<file path="config.mk">
export PLATFORM = sky130hd
export DESIGN_NAME = msg_comm_tx_ser
export DESIGN_NICKNAME = d
export VERILOG_FILES = /design/src/rtl/msg_comm_tx_ser.sv
export SDC_FILE = /design/constraint.sdc
export NUM_CORES = 1
export LEC_CHECK = 0
export ABC_AREA = 0
export BUFFER_PORTS_ARGS = -buffer_cell sky130_fd_sc_hd__buf_4
export CAP_MARGIN = 20
export CORE_MARGIN = 2
export CORE_UTILIZATION = 42
export CTS_BUF_LIST = sky130_fd_sc_hd__clkbuf_16
export CTS_CLUSTER_SIZE = 24
export DETAILED_ROUTE_END_ITERATION = 12
export GPL_ROUTABILITY_DRIVEN = 0
export SYNTH_ARGS = -nofsm -noshare
export SYNTH_HDL_FRONTEND = slang
export SYNTH_SLANG_ARGS = --single-unit
</file>
<file path="constraint.sdc">
create_clock -name phy_rx_clk -period 7.9 [get_ports phy_rx_clk]
set_input_delay 1.975 -clock phy_rx_clk [delete_from_list [all_inputs] [get_ports phy_rx_clk]]
set_output_delay 1.975 -clock phy_rx_clk [all_outputs]
set_load 0.01 [all_outputs]
</file>
<file path="src/rtl/msg_comm_tx_ser.sv">
// msg_comm_tx_ser: multi-lane serial message transmitter.
// Framed payload bytes arrive on a valid/ready stream, are queued in a FIFO
// and sent MSB-first over LANES data lanes with a bit clock, a frame sync
// and an optional CRC-8 trailer. Transmission starts once a whole frame is
// queued or the FIFO fills (cut-through for long frames).
//
// Handshake: a byte is transferred on every rising edge where
// s_valid && s_ready; s_data/s_last must be held stable while s_valid is
// high and s_ready is low. s_ready never depends on s_valid.
module msg_comm_tx_ser #(
  parameter int LANES      = 1,
  parameter int CLK_DIV    = 2,
  parameter int FIFO_DEPTH = 64,
  parameter int CRC_EN     = 1,
  parameter int GAP_BITS   = 2
) (
  input  logic             phy_rx_clk,
  input  logic             rst_n,
  input  logic [7:0]       s_data,
  input  logic             s_valid,
  input  logic             s_last,
  output logic             s_ready,
  output logic             msg_clk_o,
  output logic             msg_fsx_o,
  output logic [LANES-1:0] msg_tx_o,
  output logic             busy_o,
  output logic             done_o,
  output logic             underrun_o,
  output logic [2:0]       dbg_state_o
);

  localparam int SLOTS    = 8 / LANES;
  localparam int SW       = $clog2(SLOTS) + 1;
  localparam int DW       = $clog2(CLK_DIV) + 1;
  localparam int AW       = $clog2(FIFO_DEPTH);
  localparam int GW       = $clog2(GAP_BITS + 1) + 1;
  localparam int GAP_LAST = (GAP_BITS > 0) ? GAP_BITS - 1 : 0;

  typedef enum logic [2:0] {
    S_IDLE  = 3'd0,
    S_LOAD  = 3'd1,
    S_SHIFT = 3'd2,
    S_CRC   = 3'd3,
    S_GAP   = 3'd4
  } state_t;

  state_t state, state_nxt;

  // FIFO storage: {last, data}
  logic [8:0]  mem [FIFO_DEPTH];
  logic [AW:0] wr_ptr, rd_ptr;
  logic [AW:0] frame_cnt;
  logic        full, empty, frame_rdy;
  logic [8:0]  rd_data;
  logic        acc, wr_en;

  // serialiser state
  logic [DW-1:0]    div_cnt;
  logic             clk_q;
  logic [SW-1:0]    slot_cnt;
  logic [GW-1:0]    gap_cnt;
  logic [7:0]       shreg, shreg_sh;
  logic             last_q;
  logic [7:0]       crc;
  logic             fsx_q;
  logic [LANES-1:0] tx_q;
  logic             done_q, under_q;
  logic             discard;
  logic             rdy_en;

  // FSM strobes
  logic pop, load_byte, load_crc, adv_slot, go_gap, done_nxt, abort;
  logic phase_end, slot_end, last_slot;

  function automatic logic [7:0] crc8_byte(input logic [7:0] c, input logic [7:0] d);
    logic [7:0] r;
    r = c ^ d;
    for (int i = 0; i < 8; i++) begin
      r = r[7] ? ((r << 1) ^ 8'h07) : (r << 1);
    end
    return r;
  endfunction

  assign full      = (wr_ptr[AW] != rd_ptr[AW]) && (wr_ptr[AW-1:0] == rd_ptr[AW-1:0]);
  assign empty     = (wr_ptr == rd_ptr);
  assign frame_rdy = (frame_cnt != '0) || full;
  assign rd_data   = mem[rd_ptr[AW-1:0]];

  // While discarding the tail of an aborted frame every byte is taken and dropped.
  assign s_ready = rdy_en && (discard || !full);
  assign acc     = s_valid && s_ready;
  assign wr_en   = acc && !discard && !abort;

  assign phase_end = (div_cnt == DW'(CLK_DIV - 1));
  assign slot_end  = clk_q && phase_end;
  assign last_slot = (slot_cnt == SW'(SLOTS - 1));
  assign shreg_sh  = shreg << LANES;

  assign msg_clk_o   = clk_q;
  assign msg_fsx_o   = fsx_q;
  assign msg_tx_o    = tx_q;
  assign busy_o      = (state != S_IDLE);
  assign done_o      = done_q;
  assign underrun_o  = under_q;
  assign dbg_state_o = state;

  // FSM state register
  always_ff @(posedge phy_rx_clk) begin
    if (!rst_n) state <= S_IDLE;
    else        state <= state_nxt;
  end

  // FSM next state and per-cycle datapath strobes
  always_comb begin
    state_nxt = state;
    pop       = 1'b0;
    load_byte = 1'b0;
    load_crc  = 1'b0;
    adv_slot  = 1'b0;
    go_gap    = 1'b0;
    done_nxt  = 1'b0;
    abort     = 1'b0;
    case (state)
      S_IDLE: if (frame_rdy) state_nxt = S_LOAD;
      S_LOAD: begin
        pop       = 1'b1;
        load_byte = 1'b1;
        state_nxt = S_SHIFT;
      end
      S_SHIFT: if (slot_end) begin
        if (!last_slot) adv_slot = 1'b1;
        else if (last_q) begin
          if (CRC_EN != 0) begin
            load_crc  = 1'b1;
            state_nxt = S_CRC;
          end else begin
            go_gap   = 1'b1;
            done_nxt = 1'b1;
          end
        end else if (!empty) begin
          pop       = 1'b1;
          load_byte = 1'b1;
        end else begin
          abort  = 1'b1;
          go_gap = 1'b1;
        end
      end
      S_CRC: if (slot_end) begin
        if (!last_slot) adv_slot = 1'b1;
        else begin
          go_gap   = 1'b1;
          done_nxt = 1'b1;
        end
      end
      S_GAP: if (slot_end && gap_cnt == GW'(GAP_LAST)) begin
        // a queued frame starts straight out of the gap so frames are
        // separated by exactly GAP_BITS bit periods
        if (frame_rdy) begin
          pop       = 1'b1;
          load_byte = 1'b1;
          state_nxt = S_SHIFT;
        end else begin
          state_nxt = S_IDLE;
        end
      end
      default: state_nxt = S_IDLE;
    endcase
    if (go_gap) state_nxt = (GAP_BITS > 0) ? S_GAP : S_IDLE;
  end

  // FIFO storage write (no reset needed on the array)
  always_ff @(posedge phy_rx_clk) begin
    if (wr_en) mem[wr_ptr[AW-1:0]] <= {s_last, s_data};
  end

  // FIFO pointers, complete-frame counter and discard flag
  always_ff @(posedge phy_rx_clk) begin
    if (!rst_n) begin
      wr_ptr    <= '0;
      rd_ptr    <= '0;
      frame_cnt <= '0;
      discard   <= 1'b0;
      rdy_en    <= 1'b0;
    end else begin
      rdy_en <= 1'b1;
      if (wr_en) wr_ptr <= wr_ptr + 1'b1;
      if (pop)   rd_ptr <= rd_ptr + 1'b1;
      case ({wr_en && s_last, pop && rd_data[8]})
        2'b10:   frame_cnt <= frame_cnt + 1'b1;
        2'b01:   frame_cnt <= frame_cnt - 1'b1;
        default: frame_cnt <= frame_cnt;
      endcase
      if (abort)                        discard <= !(acc && s_last);
      else if (discard && acc && s_last) discard <= 1'b0;
    end
  end

  // Bit clock divider, slot sequencing, shift register, CRC and line outputs
  always_ff @(posedge phy_rx_clk) begin
    if (!rst_n) begin
      div_cnt  <= '0;
      clk_q    <= 1'b0;
      slot_cnt <= '0;
      gap_cnt  <= '0;
      shreg    <= '0;
      last_q   <= 1'b0;
      crc      <= 8'hFF;
      fsx_q    <= 1'b0;
      tx_q     <= '0;
      done_q   <= 1'b0;
      under_q  <= 1'b0;
    end else begin
      done_q  <= done_nxt;
      under_q <= abort;

      if (state == S_SHIFT || state == S_CRC || state == S_GAP) begin
        if (phase_end) begin
          div_cnt <= '0;
          clk_q   <= ~clk_q;
        end else begin
          div_cnt <= div_cnt + 1'b1;
        end
      end else begin
        div_cnt <= '0;
        clk_q   <= 1'b0;
      end

      if (state == S_IDLE) crc <= 8'hFF;

      if (load_byte) begin
        shreg    <= rd_data[7:0];
        last_q   <= rd_data[8];
        tx_q     <= rd_data[7 -: LANES];
        fsx_q    <= 1'b1;
        slot_cnt <= '0;
        crc      <= crc8_byte((state == S_SHIFT) ? crc : 8'hFF, rd_data[7:0]);
      end else if (load_crc) begin
        shreg    <= crc;
        tx_q     <= crc[7 -: LANES];
        slot_cnt <= '0;
      end else if (adv_slot) begin
        shreg    <= shreg_sh;
        tx_q     <= shreg_sh[7 -: LANES];
        slot_cnt <= slot_cnt + 1'b1;
      end else if (go_gap) begin
        fsx_q <= 1'b0;
        tx_q  <= '0;
      end

      if (go_gap)                          gap_cnt <= '0;
      else if (state == S_GAP && slot_end) gap_cnt <= gap_cnt + 1'b1;
    end
  end

endmodule

</file>
==> key figures, run 1 <==
Synth
  – Unique cell type count in the Yosys netlist: 77
  – Xor and xnor area share after synthesis: 1.72%
  – Post-synthesis mux area share: 14.4%
  – #FFs+latches synth: 638
  – Synth warnings: 0
  – Simple-gate share of the synthesized area: 5.25%
  – Sequential area share after synthesis: 72.0%
  – Largest family of logic cells by synthesized area: multiplexers
  – Mapped Avg Cell Area: 18.0 um^2
  – Synth Instances: 1,428
  – Synthesized area: 0.0258 mm^2
  – Synth Area in Compound Gates: 4.08%
  – Fraction of registers with async set/reset: 0%
  – Post-Synth Adder-Cell Area: 0.660%
  – Mapped Nets: 1,453
  – Main synth FF type: edfxtp_1
  – Post-synth EDFFs: 576

Final layout
  – Commonest non-fill, non-tap cells in the layout: edfxtp_1, mux4_2, nor2_1
  – Fill count: 4,949
  – Fin nets: 1,531
  – Commonest non-fill, non-tap cell in the layout: edfxtp_1
  – Diodes inserted: 0
  – Area Overhead vs Synth: 12.7%
  – Post-route insts no fill: 2,335
  – Layout cells sized above 1: 20.2%

Timing
  – Layout Skew: 25.3 ps
  – Worst slew pin tran: 1130 ps
  – RSZ-0062 raised after global routing: false
  – Slew Limit Headroom: 24.1%
  – Fin crit period: 4900 ps
  – Fin Setup TNS: 0 ps
  – Final hold viol count: 0
  – Max frequency: 0.204 GHz
  – Final setup fails: 0
  – Tcrit/Tclk final: 62.0%
  – Max Slew Vio Count: 0

Power
  – Power per cell area: 274 mW/mm^2
  – LEAKAGE: 9.08 nW
  – VDD IR-drop max: 0.145 mV

Place
  – DP Cell Count: 2,206
  – Post-DP HPWL: 38,700 um
  – Count of port buffers added during placement: 21

Clock network
  – Post-CTS sizing: 0
  – Clock Latency Late Sink: 610 ps
  – Clock Tree Buf Depth: 3
  – Root buf cell: clkbuf_16
  – Cts hold-fix bufs: 0
  – CTS Buf Count: 68
  – Clock sinks: 638
  – Clk slew on worst S/H paths: 60 ps
  – H-tree depth: 3
  – Post-CTS setup buffers: 0
  – CTS tree: built

Global route
  – GRT overflow: 0
  – Largest net degree at the start of global routing: 66
  – Vias in the first global route: 13,500
  – GRT Total Usage: 20.4%
  – Initial antenna violation count: 1
  – First-pass GRT wire length: 93,200 um

Critical path
  – Top delay family on crit path: multiplexers
  – Cell Chain, Critical Path: buf_4 > mux4_2 > mux4_2 > mux4_2 > and2_1 > ha_1 > ha_1 > nor2b_1 > o21ai_0 > nand2b_1 > a21o_1 > a21oi_1 > xnor2_1 > or3_1 > a21boi_0
  – CP max stage delay: 650 ps
  – Slowest CP cell: dfxtp_4
  – R2R setup slack: 3000 ps
  – Required time of the critical path: 8440 ps
  – Crit path arrival time: 5430 ps
  – Crit-path max FO: 33
  – R2R depth: 15
  – CP dominant cell by count: mux4_2
  – FF-to-FF End: frame_cnt[6]$_SDFFE_PN0P_
  – CP bufs+invs: 1
  – CP Launch Type: register
  – CP endpoint kind: register
  – Class of the most critical setup path: register to register

Drt
  – DR WL/cell: 27.2 um
  – DRC violations left: 0
  – Number of detailed-route iterations in the first pass: 5
  – Remaining antenna violation count after routing: 0
  – Routed vias/inst: 5.77
  – DRT Wirelength: 63,500 um
  – Initial DRC count: 1,260
  – Routed vias: 13,500

Min path
  – Worst hold path type: register to register
  – Hold Startpoint: div_cnt[0]$_SDFF_PP0_
  – Worst Hold End: div_cnt[0]$_SDFF_PP0_
  – Hold Crit Depth: 1

Floorplanning
  – # rows: 90
  – Die Width: 252 um
  – DIE AREA: 0.0633 mm^2
  – Io pins: 22
  – Core area: 0.0605 mm^2
  – Starting density of the core: 42.6%
  – Die Y: 252 um

Outcome
  – Outcome: finished, final reports clean

Run
  – Number of max-cap violations: 0
## final cells by class
cell class	count	area, um^2	share of cell area [%]
Clock inverter	46	287	0.987
Tap cell	782	978	3.37
Timing Repair Buffer	81	672	2.31
Multi-Input combinational cell	704	6720	23.2
Inverter	13	48.8	0.168
Clock buffer	71	1780	6.12
Sequential cell	638	18500	63.9
## state kept, by name, indices dropped and copies added, names as in the netlist, 2 cells and up, named ones only
signal and flops:
wr_ptr 7, slot_cnt 4, rd_ptr 7, mem 576
shreg 7, gap_cnt 3, div_cnt 2, frame_cnt 7
crc 8, dbg_state_o 3
## logic make-up after synthesis
logic type,Yosys count
mux,207
simple gates,286
xor+xnor,48
buf+inv,86
compound gates,150
flops,638
fa+ha+maj,13
## synthesized netlist by cell type, types with 7 or more instances
| cell | instances | share of area [%] |
|---|---|---|
| nor2b_1 | 10 | 0.24 |
| nor2_1 | 107 | 1.6 |
| nand2b_1 | 8 | 0.19 |
| a221oi_1 | 14 | 0.48 |
| inv_1 | 10 | 0.15 |
| mux4_2 | 121 | 11 |
| nor3_1 | 9 | 0.17 |
| buf_1 | 7 | 0.10 |
| xor2_1 | 10 | 0.34 |
| a22oi_1 | 18 | 0.52 |
| a21oi_1 | 24 | 0.47 |
| and3_1 | 8 | 0.19 |
| dfxtp_1 | 62 | 4.8 |
| buf_4 | 8 | 0.23 |
| nand4_1 | 7 | 0.17 |
| edfxtp_1 | 576 | 67 |
| mux4_1 | 7 | 0.71 |
| buf_2 | 20 | 0.39 |
| xnor2_1 | 36 | 1.2 |
| mux2i_1 | 78 | 3.0 |
| nand2_1 | 67 | 0.98 |
| ha_1 | 12 | 0.58 |
| clkbuf_1 | 23 | 0.34 |
| and2_1 | 22 | 0.53 |
| nand3_1 | 20 | 0.39 |
| o21ai_0 | 28 | 0.54 |
| buf_6 | 10 | 0.44 |
## power breakdown
part	internal, mW	switching, mW	total (mW)
clock	1.72	1.28	3.00
combinational	0.515	0.617	1.13
sequential	3.73	0.0953	3.82
total	5.96	1.99	7.95
## layer usage
layer | routed length (um) | track usage (%) | vias to the layer above
li1 | - | - | 5861
met1 | 27400 | 28.6 | 7007
met2 | 29900 | 32.1 | 517
met3 | 4360 | 3.89 | 97
met4 | 1770 | 7.13 | 0
met5 | 0 | 0 | -
## worst max-delay path by stage
stage,cells past startpoint,slack (ps),start,endpoint
after floorplan,20,3430,register,frame_cnt[6]$_SDFFE_PN0P_
after global placement,15,2980,register,frame_cnt[6]$_SDFFE_PN0P_
after detailed placement,15,2970,register,frame_cnt[6]$_SDFFE_PN0P_
after CTS,15,2980,register,frame_cnt[6]$_SDFFE_PN0P_
after global routing,15,2770,register,frame_cnt[6]$_SDFFE_PN0P_
final,15,3000,register,frame_cnt[6]$_SDFFE_PN0P_
## metrics by stage
step                      setup WS [ps]  hold slack [ps]  power [mW]  area [um^2]  utilization (%)
after CTS                          2980              432        8.03        28900             47.8
after detailed placement           2970              423        5.04        26800             44.4
after global routing               2770              482        8.24        29000             48.0
after global placement             2980              415        5.02        26800             44.2
after floorplan                    3430              404        4.70        25800                -
final                              3000              432        7.95        29000             48.0
No activity file was read; power rests on OpenSTA's default activity.
==> inputs of run 2 (changes only) <==
ABC_AREA = 1   (was 0)
clock period = 4.5 ns   (was 7.9 ns; I/O delays follow)
==> key figures, run 2 <==
Drt
  – Routed vias: 18,300 (+36%)
  – DRT Wirelength: 68,600 um (+8.2%)
  – Routed vias/inst: 5.48 (-5.2%)
  – Initial DRC count: 1,909 (+52%)
  – Remaining antenna violation count after routing: 0 (unchanged)
  – DRC violations left: 0 (unchanged)
  – DR WL/cell: 20.5 um (-25%)
  – Number of detailed-route iterations in the first pass: 5 (unchanged)

Timing
  – Tcrit/Tclk final: 91.3% (+29 points)
  – Max Slew Vio Count: 0 (unchanged)
  – Final hold viol count: 0 (unchanged)
  – Final Worst Setup Slack: 392 ps (-2610 ps)
  – Layout Skew: 31.9 ps (+6.62 ps)
  – Max frequency: 0.243 GHz (+19%)
  – Final setup fails: 0 (unchanged)
  – RSZ-0062 raised after global routing: false
  – Hold slack: 429 ps (-3.07 ps)
  – Worst slew pin tran: 1110 ps (-21.0 ps)
  – Fin Setup TNS: 0 ps (unchanged)
  – Slew Limit Headroom: 25.5% (+1.4 points)
  – Fin crit period: 4110 ps (-789 ps)

Run
  – Number of max-cap violations: 0 (unchanged)

Synth
  – Mapped Nets: 2,453 (+69%)
  – Largest cells by area after synthesis: edfxtp_1, nand2_1, nand3_1
  – Synth warnings: 0 (unchanged)
  – Xor and xnor area share after synthesis: 0.196% (-1.5 points)
  – #FFs+latches synth: 638 (unchanged)
  – Unique cell type count in the Yosys netlist: 41 (-47%)
  – Sequential area share after synthesis: 69.2% (-2.8 points)
  – Post-Synth Adder-Cell Area: 0.635% (-0.026 points)
  – Synth Instances: 2,428 (+70%)
  – Post-synth EDFFs: 576 (unchanged)
  – Main synth FF type: edfxtp_1
  – Post-synthesis mux area share: 0% (-14 points)
  – Leading area contributor after synthesis: edfxtp_1
  – Synthesized area: 0.0268 mm^2 (+4.0%)
  – Synth Area in Compound Gates: 6.15% (+2.1 points)
  – Simple-gate share of the synthesized area: 19.6% (+14 points)
  – Most common cell in the netlist: nand2_1
  – Largest family of logic cells by synthesized area: simple AND/OR/NAND/NOR gates
  – Fraction of registers with async set/reset: 0% (unchanged)
  – Top cell type's share of synthesized area: 64.5% (-2.6 points)
  – Mapped Avg Cell Area: 11.0 um^2 (-39%)
  – Post-synth top cells: nand2_1, edfxtp_1, nand3_1

Clock network
  – Cts hold-fix bufs: 0 (unchanged)
  – Clock sinks: 638 (unchanged)
  – CTS Buf Count: 67 (-1.5%)
  – Post-CTS setup buffers: 0 (unchanged)
  – Root buf cell: clkbuf_16
  – CTS tree: built
  – Clock Tree Buf Depth: 3 (unchanged)
  – Clock Latency Late Sink: 620 ps (about the same)
  – Clk slew on worst S/H paths: 60 ps (about the same)
  – H-tree depth: 3 (unchanged)

Final layout
  – Diodes inserted: 0 (unchanged)
  – Commonest non-fill, non-tap cells in the layout: nand2_1, edfxtp_1, nand3_1
  – Fill count: 5,778 (+17%)
  – Layout cells sized above 1: 8.68% (-11 points)
  – Final Util: 47.3% (-0.73 points)
  – Area Overhead vs Synth: 11.3%
  – Max reg flops: 576 (unchanged)
  – Post-route insts no fill: 3,347 (+43%)
  – Fin area: 0.0298 mm^2 (+2.7%)
  – Commonest non-fill, non-tap cell in the layout: nand2_1
  – Fin nets: 2,475 (+62%)

Power
  – Combinational power share: 20.0% (+5.8 points)
  – LEAKAGE: 10.7 nW (+18%)
  – Sw power: 4.54 mW (+130%)
  – Pint: 10.4 mW (+75%)
  – Sw Ratio: 30.3% (+5.3 points)
  – VDD IR-drop max: 0.328 mV (+130%)
  – Tot Pwr: 15.0 mW (+88%)
  – Sequential power share: 44.5% (-3.6 points)
  – Power per cell area: 502 mW/mm^2 (+83%)
  – Clk pwr share: 35.5% (-2.2 points)

Place
  – DP Cell Count: 3,227 (+46%)
  – Post-DP HPWL: 41,000 um (+6.1%)
  – Dpl cell area: 0.0277 mm^2 (+3.3%)
  – Count of port buffers added during placement: 21 (unchanged)
  – Pre-CTS WS: 347 ps (-2630 ps)

Global route
  – Largest net degree at the start of global routing: 108 (+64%)
  – GRT Total Usage: 20.6% (+0.23 points)
  – GRT overflow: 0 (unchanged)
  – Initial antenna violation count: 0 (-1)
  – Vias in the first global route: 17,800 (+32%)
  – First-pass GRT wire length: 105,000 um (+12%)

Outcome
  – Outcome: finished, final reports clean

Min path
  – Worst hold path type: register to register
  – Hold Startpoint: div_cnt[0]$_SDFF_PP0_

Critical path
  – Crit path arrival time: 4620 ps (-810 ps)
  – CP endpoint kind: register
  – CP Launch Type: register
  – Crit-path max FO: 78 (+140%)
  – Class of the most critical setup path: register to register
  – Required time of the critical path: 5010 ps (-3430 ps)

Floorplanning
  – Die Y: 257 um (+2.0%)
  – Starting density of the core: 42.5% (-0.12 points)
  – # rows: 92 (+2.2%)
  – DIE AREA: 0.0659 mm^2 (+4.0%)
  – Core area: 0.0631 mm^2 (+4.3%)
  – Io pins: 22 (unchanged)
  – Die Width: 257 um (+2.0%)
==> run 2: critical path, stage by stage, from the launching register on <==
cell      delay, ps
dfxtp_4         640
buf_12          350
o21ai_0         180
o22ai_1         210
nor2_1           70
o221ai_1        230
o21ai_1         120
nand2_1          80
nand3_1         160
inv_1           100
ha_1            290
inv_1           120
fa_1            420
o21ai_0         290
nand2_1          90
a21oi_1         190
nor2_1           60
nand2_1          60
nand3_1          80
o21ai_0         160
a21oi_1          50
==> run 2: final cells by class <==
class	instances	area [um^2]	share of cell area, %
clock buffers	68	1700	5.71
repair buffers	82	644	2.16
clock inverters	52	380	1.28
inverters	93	372	1.25
flip-flops and latches	638	18500	62.2
multi-input cells	1568	7120	23.9
well taps	846	1060	3.55
==> run 2: final timing paths <==
check | slack (ps) | endpoint | cells after the start
setup / recovery | 390 | frame_cnt[6]$_SDFFE_PN0P_ | 20
hold / removal | 430 | div_cnt[0]$_SDFF_PP0_ | 1
setup reg to reg | 390 | frame_cnt[6]$_SDFFE_PN0P_ | 20
hold reg to reg | 430 | div_cnt[0]$_SDFF_PP0_ | 1
==> run 2: power groups by stage <==
stage / Sequential (mW) / Combinational, mW / Clock, mW
floorplan: 6.74 / 2.20 / 0
global placement: 6.78 / 2.90 / 0
detailed placement: 6.79 / 2.95 / 0
CTS: 6.66 / 2.96 / 5.40
global route: 6.68 / 3.33 / 5.63
finish: 6.67 / 3.00 / 5.31
==> run 2: cell families (layout without fill, tap and decap cells) <==
| kind of cell | count (synthesis) | after routing |
|---|---|---|
| XOR/XNOR | 6 | 6 |
| AND/OR/NAND/NOR | 1247 | 1247 |
| AO/OA/AOI/OAI | 302 | 302 |
| buffers and inverters | 222 | 295 |
| flip-flops | 638 | 638 |
| adder cells (fa/ha/maj) | 13 | 13 |
==> run 2: timing repair <==
| action | 4_1_cts | 5_1_grt |
|---|---|---|
| hold endpoints to repair | 0 | 0 |
| resized for setup | 0 | 4 |
| endpoints found under the setup margin | 0 | 1 |
==> run 2: layer usage <==
layer | share of wire [%] | up-vias | global-route usage [%]
met5 | 0 | - | 0
met4 | 2.4 | 0 | 6.06
met3 | 7.6 | 107 | 4.28
met2 | 47 | 714 | 33.0
met1 | 43 | 8948 | 28.5
li1 | - | 8559 | -
==> inputs of run 3 (changes only) <==
clock period = 5.2 ns   (was 4.5 ns; I/O delays follow)
==> key figures, run 3 (synthesized netlist as in run 2, its figures left out) <==
Critical path
  – Slowest CP cell: dfxtp_4
  – Class of the most critical setup path: register to register
  – Required time of the critical path: 5700 ps (+690 ps)
  – CP max stage delay: 770 ps (+130 ps)
  – Crit-path max FO: 52 (-33%)
  – CP bufs+invs: 3 (unchanged)
  – CP dominant cell by count: o21ai_0
  – CP endpoint kind: register
  – Top delay family on crit path: compound AO/OA/AOI/OAI gates
  – CP Launch Type: register
  – Crit path arrival time: 5090 ps (+470 ps)
  – Cell Chain, Critical Path: buf_4 > o21ai_0 > o22ai_1 > nor2_1 > o32ai_1 > o21ai_0 > nand2_1 > nand3_1 > inv_1 > ha_1 > inv_1 > fa_1 > o21ai_0 > nand2_1 > a21oi_1 > nor2_1 > nand2_1 > nand3_1 > o21ai_0 > a21oi_1

Clock network
  – CTS tree: built
  – Clock sinks: 638 (unchanged)
  – Post-CTS setup buffers: 0 (unchanged)
  – Clock Tree Buf Depth: 3 (unchanged)
  – Clk slew on worst S/H paths: 60 ps (about the same)
  – Cts hold-fix bufs: 0 (unchanged)
  – H-tree depth: 3 (unchanged)
  – Root buf cell: clkbuf_16
  – CTS Buf Count: 68 (+1.5%)
  – Post-CTS sizing: 0 (unchanged)
  – Clock Latency Late Sink: 620 ps (about the same)

Final layout
  – Area Overhead vs Synth: 11.1%
  – Fin nets: 2,464 (-0.44%)
  – Commonest non-fill, non-tap cell in the layout: nand2_1
  – Commonest non-fill, non-tap cells in the layout: nand2_1, edfxtp_1, nand3_1
  – Fill count: 5,773 (-0.087%)
  – Layout cells sized above 1: 8.31% (-0.36 points)
  – Max reg flops: 576 (unchanged)

Global route
  – Initial antenna violation count: 0 (unchanged)
  – First-pass GRT wire length: 109,000 um (+3.6%)
  – GRT Total Usage: 21.5% (+0.89 points)
  – GRT overflow: 0 (unchanged)
  – Largest net degree at the start of global routing: 125 (+16%)
  – Vias in the first global route: 17,900 (+0.61%)

Timing
  – Max Slew Vio Count: 0 (unchanged)
  – Layout Skew: 23.0 ps (-8.92 ps)
  – Fin Setup TNS: 0 ps (unchanged)
  – Tcrit/Tclk final: 88.2% (-3.1 points)
  – Max frequency: 0.218 GHz (-10%)
  – Final hold viol count: 0 (unchanged)
  – Worst slew pin tran: 1130 ps (+14.2 ps)
  – Fin crit period: 4590 ps (+477 ps)
  – Final Worst Setup Slack: 615 ps (+223 ps)
  – Slew Limit Headroom: 24.5% (-0.95 points)
  – Final setup fails: 0 (unchanged)
  – RSZ-0062 raised after global routing: false
  – Hold slack: 424 ps (-5.12 ps)

Drt
  – Routed vias/inst: 5.53 (+0.99%)
  – Initial DRC count: 2,002 (+4.9%)
  – Routed vias: 18,500 (+0.69%)
  – DRC violations left: 0 (unchanged)
  – Number of detailed-route iterations in the first pass: 8 (+3)
  – DR WL/cell: 21.3 um (+3.8%)
  – Remaining antenna violation count after routing: 0 (unchanged)
  – DRT Wirelength: 71,000 um (+3.5%)

Run
  – Number of max-cap violations: 0 (unchanged)

Floorplanning
  – Die Width: 257 um (unchanged)
  – Io pins: 22 (unchanged)
  – Starting density of the core: 42.5% (unchanged)
  – Die Y: 257 um (unchanged)
  – Core area: 0.0631 mm^2 (unchanged)
  – # rows: 92 (unchanged)
  – DIE AREA: 0.0659 mm^2 (unchanged)

Place
  – Post-DP HPWL: 42,100 um (+2.6%)
  – Pre-CTS WS: 668 ps (+321 ps)
  – Count of port buffers added during placement: 21 (unchanged)

Power
  – VDD IR-drop max: 0.290 mV (-11%)
  – LEAKAGE: 10.6 nW (-0.53%)
  – Power per cell area: 437 mW/mm^2 (-13%)

Min path
  – Worst hold path type: register to register

Outcome
  – Outcome: finished, final reports clean
-- run 3: cell count changes in the layout (fill, tap and decap cells not counted) --
cell        previous run  this run
buf_4                 79        67
clkinv_2              11        10
clkinvlp_4             1         2
inv_4                  0         1
inv_2                 12        13
inv_6                  6         4
diode_2                0         1
inv_16                 1         0
buf_6                  1         0
clkbuf_16             68        70
clkbuf_8               0         1
inv_8                  0         1
clkinv_1              14        13
-- run 3: final timing paths --
| kind | from | to | slack, ps | depth (start not counted) |
|---|---|---|---|---|
| worst max-delay path | register | frame_cnt[6]$_SDFFE_PN0P_ | 610 | 20 |
| worst min register to register | div_cnt[0]$_SDFF_PP0_ | div_cnt[0]$_SDFF_PP0_ | 420 | 1 |
| worst min-delay path | div_cnt[0]$_SDFF_PP0_ | div_cnt[0]$_SDFF_PP0_ | 420 | 1 |
| worst max register to register | register | frame_cnt[6]$_SDFFE_PN0P_ | 610 | 20 |
-- run 3: worst reg2reg max path, stage by stage, from the launching register on --
cell and delay, ps:
dfxtp_4 770, buf_4 570, o21ai_0 180, o22ai_1 190
nor2_1 60, o32ai_1 350, o21ai_0 130, nand2_1 70
nand3_1 160, inv_1 120, ha_1 300, inv_1 120
fa_1 420, o21ai_0 300, nand2_1 100, a21oi_1 200
nor2_1 70, nand2_1 60, nand3_1 90, o21ai_0 160
a21oi_1 60
-- run 3: layout make-up --
type                            instances  area (um^2)  area share (%)
Tap cell                              846         1060            3.56
Sequential cell                       638        18500            62.3
Inverter                               93          360            1.21
Multi-Input combinational cell       1568         7120            23.9
Antenna cell                            1         2.50         0.00840
Clock inverter                         51          374            1.26
Timing Repair Buffer                   70          557            1.87
Clock buffer                           70         1750            5.88
-- run 3: metal layers --
layer	routed length [um]	up-vias	part of all wire, %	global-route usage, %
met5	0	-	0	0
met2	31800	778	45	32.5
li1	-	8539	-	-
met4	2540	0	3.6	8.22
met1	30800	8985	43	30.6
met3	5900	153	8.3	4.51
-- run 3: metrics by stage --
stage	power (mW)	cell area [um^2]	instances	util, %
2_1_floorplan	7.74	26800	2428	-
3_3_place_gp	8.37	27600	3214	43.8
3_5_place_dp	8.40	27600	3214	43.8
4_1_cts	13.1	29800	3335	47.2
5_1_grt	13.6	29800	3336	47.2
6_report	13.0	29800	3337	47.2
-- run 3: power breakdown --
part	internal (mW)	switching [mW]
sequential	5.68	0.123
combinational	0.733	1.81
clock	2.69	2.00
total	9.10	3.92
